File: src/rtl/sram_ctrl_pkg.sv
// rtl/sram_ctrl_pkg.sv - shared size and FSM encodings for the SRAM bus initiator
package sram_ctrl_pkg;

  localparam logic [1:0] SZ_B = 2'b00;
  localparam logic [1:0] SZ_H = 2'b01;
  localparam logic [1:0] SZ_W = 2'b10;
  localparam logic [1:0] SZ_R = 2'b11;

  typedef logic [1:0] state_t;

  localparam state_t ST_IDLE    = 2'd0;
  localparam state_t ST_RSP_RD  = 2'd1;
  localparam state_t ST_RSP_WR  = 2'd2;
  localparam state_t ST_RSP_ERR = 2'd3;

endpackage

File: src/rtl/sram_wmask_gen.sv
// rtl/sram_wmask_gen.sv - byte-lane mask, replicated write data and alignment check
module sram_wmask_gen
  import sram_ctrl_pkg::*;
(
  input  logic [1:0]  size,
  input  logic [1:0]  offset,
  input  logic [31:0] wdata,
  output logic [3:0]  mask,
  output logic [31:0] din,
  output logic        misaligned
);

  always_comb begin
    mask       = 4'b0000;
    din        = 32'h0;
    misaligned = 1'b0;
    case (size)
      SZ_B: begin
        mask = 4'b0001 << offset;
        din  = {4{wdata[7:0]}};
      end
      SZ_H: begin
        mask       = 4'b0011 << offset;
        din        = {2{wdata[15:0]}};
        misaligned = offset[0];
      end
      SZ_W: begin
        mask       = 4'b1111;
        din        = wdata;
        misaligned = |offset;
      end
      default: ;
    endcase
  end

endmodule

File: src/rtl/sram_ctrl.sv
// rtl/sram_ctrl.sv - single-outstanding read/write initiator for the on-chip SRAM
module sram_ctrl
  import sram_ctrl_pkg::*;
#(
  parameter int DP = 512,
  parameter int AW = 32,
  parameter int DW = 32,
  parameter int MW = DW / 8
) (
  input  logic          clk,
  input  logic          rst_n,
  input  logic          cmd_valid,
  output logic          cmd_ready,
  input  logic          cmd_read,
  input  logic [AW-1:0] cmd_addr,
  input  logic [1:0]    cmd_size,
  input  logic [DW-1:0] cmd_wdata,
  output logic          rsp_valid,
  input  logic          rsp_ready,
  output logic [DW-1:0] rsp_rdata,
  output logic          rsp_err,
  output logic [AW-1:0] ram_addr,
  output logic [DW-1:0] ram_din,
  output logic          ram_we,
  output logic [MW-1:0] ram_wem,
  input  logic [DW-1:0] ram_dout
);

  localparam int RAM_WORD_AW = $clog2(DP);

  state_t                 state;
  state_t                 state_nxt;
  logic [RAM_WORD_AW-1:0] held_addr;
  logic [AW-3:0]          widx;
  logic [3:0]             mask;
  logic [31:0]            din;
  logic                   misaligned;
  logic                   out_of_range;
  logic                   legal;
  logic                   acc;

  sram_wmask_gen u_wmask_gen (
    .size       (cmd_size),
    .offset     (cmd_addr[1:0]),
    .wdata      (cmd_wdata),
    .mask       (mask),
    .din        (din),
    .misaligned (misaligned)
  );

  assign widx         = cmd_addr[AW-1:2];
  assign out_of_range = widx >= (AW-2)'(DP);
  assign legal        = ~out_of_range & (cmd_size != SZ_R) & ~misaligned;

  // Ready looks only at the response side so cmd_* never feeds back into it.
  assign rsp_valid = state != ST_IDLE;
  assign cmd_ready = rst_n & (~rsp_valid | rsp_ready);
  assign acc       = cmd_valid & cmd_ready;

  assign ram_we   = acc & ~cmd_read & legal;
  assign ram_wem  = ram_we ? MW'(mask) : '0;
  assign ram_din  = DW'(din);
  // Reads re-present the last read index so the SRAM keeps ram_dout stable.
  assign ram_addr = (acc & legal) ? AW'(widx[RAM_WORD_AW-1:0]) : AW'(held_addr);

  assign rsp_err   = state == ST_RSP_ERR;
  assign rsp_rdata = (state == ST_RSP_RD) ? ram_dout : '0;

  always_comb begin
    state_nxt = state;
    if (acc) begin
      if (!legal)        state_nxt = ST_RSP_ERR;
      else if (cmd_read) state_nxt = ST_RSP_RD;
      else               state_nxt = ST_RSP_WR;
    end else if (rsp_valid && rsp_ready) begin
      state_nxt = ST_IDLE;
    end
  end

  always_ff @(posedge clk or negedge rst_n) begin
    if (!rst_n) begin
      state     <= ST_IDLE;
      held_addr <= '0;
    end else begin
      state <= state_nxt;
      if (acc && legal && cmd_read) held_addr <= widx[RAM_WORD_AW-1:0];
    end
  end

endmodule

File: config.mk
export PLATFORM = sky130hd
export DESIGN_NAME = sram_ctrl
export DESIGN_NICKNAME = d
export VERILOG_FILES = /design/src/rtl/sram_ctrl_pkg.sv /design/src/rtl/sram_wmask_gen.sv /design/src/rtl/sram_ctrl.sv
export SDC_FILE = /design/constraint.sdc
export NUM_CORES = 1
export LEC_CHECK = 0
export BUFFER_PORTS_ARGS = -buffer_cell sky130_fd_sc_hd__buf_4
export CORE_AREA = 2 2 79 81
export DETAILED_ROUTE_END_ITERATION = 8
export DIE_AREA = 0 0 81 83
export PLACE_DENSITY_LB_ADDON = 0.08
export SETUP_SLACK_MARGIN = 0.3
export SLEW_MARGIN = 20
export SYNTH_ARGS = -nofsm -noshare
export SYNTH_HDL_FRONTEND = slang
export SYNTH_SLANG_ARGS = --single-unit
File: constraint.sdc
create_clock -name clk -period 1.9 [get_ports clk]
set_clock_uncertainty 0.05 [all_clocks]
set_input_delay 0 -clock clk [delete_from_list [all_inputs] [get_ports clk]]
set_output_delay 0 -clock clk [all_outputs]
set_load 0.01 [all_outputs]
==> reports/results.tsv <==
metric	value	unit
largest net degree at the start of global routing	36	
worst-path fanout max	10	
clk slew on worst S/H paths	0.05	ns
cell taking the most area after synthesis	dfrtp_1	
internal power	0.749	mW
Lkg Pwr	1.85	nW
RSZ-0062 raised after global routing	true	
Crit. End Element	output pin	
Placed Instances	464	
H-tree levels	1	
pre-CTS WS	0.0175	ns
vias in the first global route	2062	
Sw Share	33.7	%
most frequent cells after synthesis	and3_1, buf_4, nand2_1, mux2_2, a21oi_1	
Max Clock Freq	0.541	GHz
Critical Path RT	1.85	ns
Ys Warns	0	
TritonRoute pass-1 iters	4	
CP max stage delay	0.37	ns
die height	83	µm
Sequential Power Share	21.4	%
combinational power share	58.3	%
via/cell ratio	4.51	
fraction of registers with async set/reset	100	%
RePlAce Congestion	0.741	
DRC violations left	0	
TNS Setup	0	ns
clk sink count	11	
CTS tree	built	
grt total ovfl	0	
PnR worst setup slack	0.0500	ns
clk_lat worst skew	0.23	ns
DIE AREA	0.00672	mm²
WP buf/inv	2	
Psw	0.380	mW
routed vias	2169	
Final Critical Period	1.85	ns
# setup viols final	0	
top-area cell type share of the netlist area	17.6	%
most frequent cell after synthesis	and3_1	
number of diodes	0	
Root Driver	clkbuf_8	
layout cells sized above 1	56.2	%
WL final	6680	µm
NumNets Final	514	
initial drt markers	70	
number of nets with antenna violations after routing	0	
first-pass GRT wire length	9950	µm
I/O Buffers	183	
final worst-path cycle share	97.4	%
count of state elements after synthesis	11	
Area Overhead vs Synth	113	%
pwr/cell area	339	mW/mm²
worst vdd ir	0.374	mV
startpoint types	flop	
slowest cell on the critical path	dfrtp_1	
Initial Util	26.9	%
Wirelength per Cell	13.9	µm
Pins Over Slew Limit	0	
TritonCTS buffer count	3	
antenna violations before repair	0	
Ports	207	
delay-heaviest family, CP	simple AND/OR/NAND/NOR gates	
Clock Path Buffers	2	
Cells after Synth	207	
Tot GR Track Use	18.0	%
die width	81	µm
FP Rows	28	
Seq/Total Area, Yosys	17.6	%
top_reg_cell synth	dfrtp_1	
outcome	completed	
number of flops mapped to enable cells by yosys	0	
Synth Cell Area	0.00156	mm²
maxcap violations	0	
CP arrival	1.80	ns
Core Region	0.00582	mm²
fin cells	481	
clock power share	20.2	%
HPWL Detailed	5280	µm
Avg Synthesized Cell Area	7.56	µm²
fillers	564	
final hold vios	0	
Cell variety after synth	30	
CP Cell Sequence	o21bai_1 -> nand4b_1 -> nor3_4 -> buf_12 -> mux2_4 -> buf_6	
WHS	0.0159	ns
CP Class	reg -> out	
top cells by area, synth	dfrtp_1, and3_1, mux2_2	
hold crit path type	in -> reg	
state kept, by name, summed over array words and instances, names as in the netlist:
name and flops:
held_addr 9, state 2
worst paths after layout:
check,startpoint,to,slack (ns),cells past startpoint
max,state[0]$_DFFE_PN0P_,ram_addr[3],0.05,6
min,cmd_valid,state[0]$_DFFE_PN0P_,0.02,3
max reg2reg,state[0]$_DFFE_PN0P_,held_addr[2]$_DFFE_PN0P_,0.10,6
min reg2reg,held_addr[8]$_DFFE_PN0P_,held_addr[8]$_DFFE_PN0P_,0.46,1
max in group asynchronous,rst_n,state[0]$_DFFE_PN0P_,1.23,2
min in group asynchronous,rst_n,held_addr[4]$_DFFE_PN0P_,0.24,2
through the flow:
stage / utilization, % / area, µm² / total power [mW]
2_1_floorplan: - / 1690 / 0.530
3_3_place_gp: 52.6 / 3060 / 0.880
3_5_place_dp: 52.6 / 3060 / 0.884
4_1_cts: 57.2 / 3330 / 1.14
5_1_grt: 57.3 / 3330 / 1.21
6_report: 57.3 / 3330 / 1.13
worst reg2reg max path: stages (launching register included):
cell	delay, ns
dfrtp_1	0.37
o21bai_1	0.18
nand4b_1	0.21
buf_4	0.20
nor4_4	0.18
buf_12	0.18
mux2_4	0.30
cells by family (layout without fill, tap and decap cells):
| logic type | after synthesis | in the layout | synth area share [%] |
|---|---|---|---|
| and+or+nand+nor | 90 | 90 | 32.7 |
| AOI/OAI and AO/OA | 41 | 41 | 17.3 |
| buffers and inverters | 41 | 218 | 15.4 |
| muxes | 19 | 19 | 13.6 |
| DFF | 11 | 11 | 17.6 |
| adders and majority gates | 4 | 4 | 3.20 |
| other | 1 | 23 | 0.240 |
power groups by stage:
stage,Combinational [mW],Clock [mW],Sequential [mW]
after floorplan,0.283,0,0.247
after global placement,0.635,0,0.246
final,0.659,0.228,0.242
after detailed placement,0.638,0,0.246
after global routing,0.716,0.253,0.243
after CTS,0.660,0.239,0.242
layout by cell type (no fill, tap or decap):
cell type / count
nand3_1: 2
mux2i_1: 1
a21boi_2: 2
nor2_2: 1
nor4_4: 1
nor4_1: 6
o22ai_1: 2
and2_1: 9
o21ai_0: 2
dfrtp_1: 11
nand4_1: 1
clkbuf_8: 3
a22oi_1: 8
nor2b_1: 1
ha_1: 3
buf_4: 183
buf_6: 13
mux2_4: 18
nor3_4: 1
and3_1: 33
nor2_1: 6
a22o_1: 8
buf_12: 2
and2_4: 2
ha_4: 1
o31ai_1: 2
o21bai_1: 1
nor3_1: 3
nor2b_2: 1
conb_1: 23
a21oi_1: 16
clkbuf_1: 1
inv_1: 5
dlygate4sd3_1: 11
nand2_1: 22
nand4b_1: 1
routing by layer:
| layer | up-vias | routed length [µm] | global-route usage [%] |
|---|---|---|---|
| met4 | 0 | 47 | 3.54 |
| li1 | 1094 | - | - |
| met5 | - | 0 | 0 |
| met2 | 95 | 3490 | 33.4 |
| met3 | 6 | 583 | 4.46 |
| met1 | 974 | 2550 | 20.4 |
area by class of cell:
cell class	count	area, µm²	share of cell area (%)
clock buffers	4	45.0	1.35
well taps	75	93.8	2.82
inverters	5	18.8	0.563
multi-input cells	177	1230	36.9
repair buffers	209	1670	50.1
flip-flops and latches	11	275	8.26
what timing repair did:
action / 4_1_cts / 5_1_grt
endpoints found under the setup margin: 23 / 34
setup buffers: 2 / 0
hold buffers: 11 / 0
pin swaps: 1 / 1
cloned: 0 / 0
hold endpoints to repair: 22 / 0
resized for setup: 27 / 2
(Power assumes the default switching activity.)
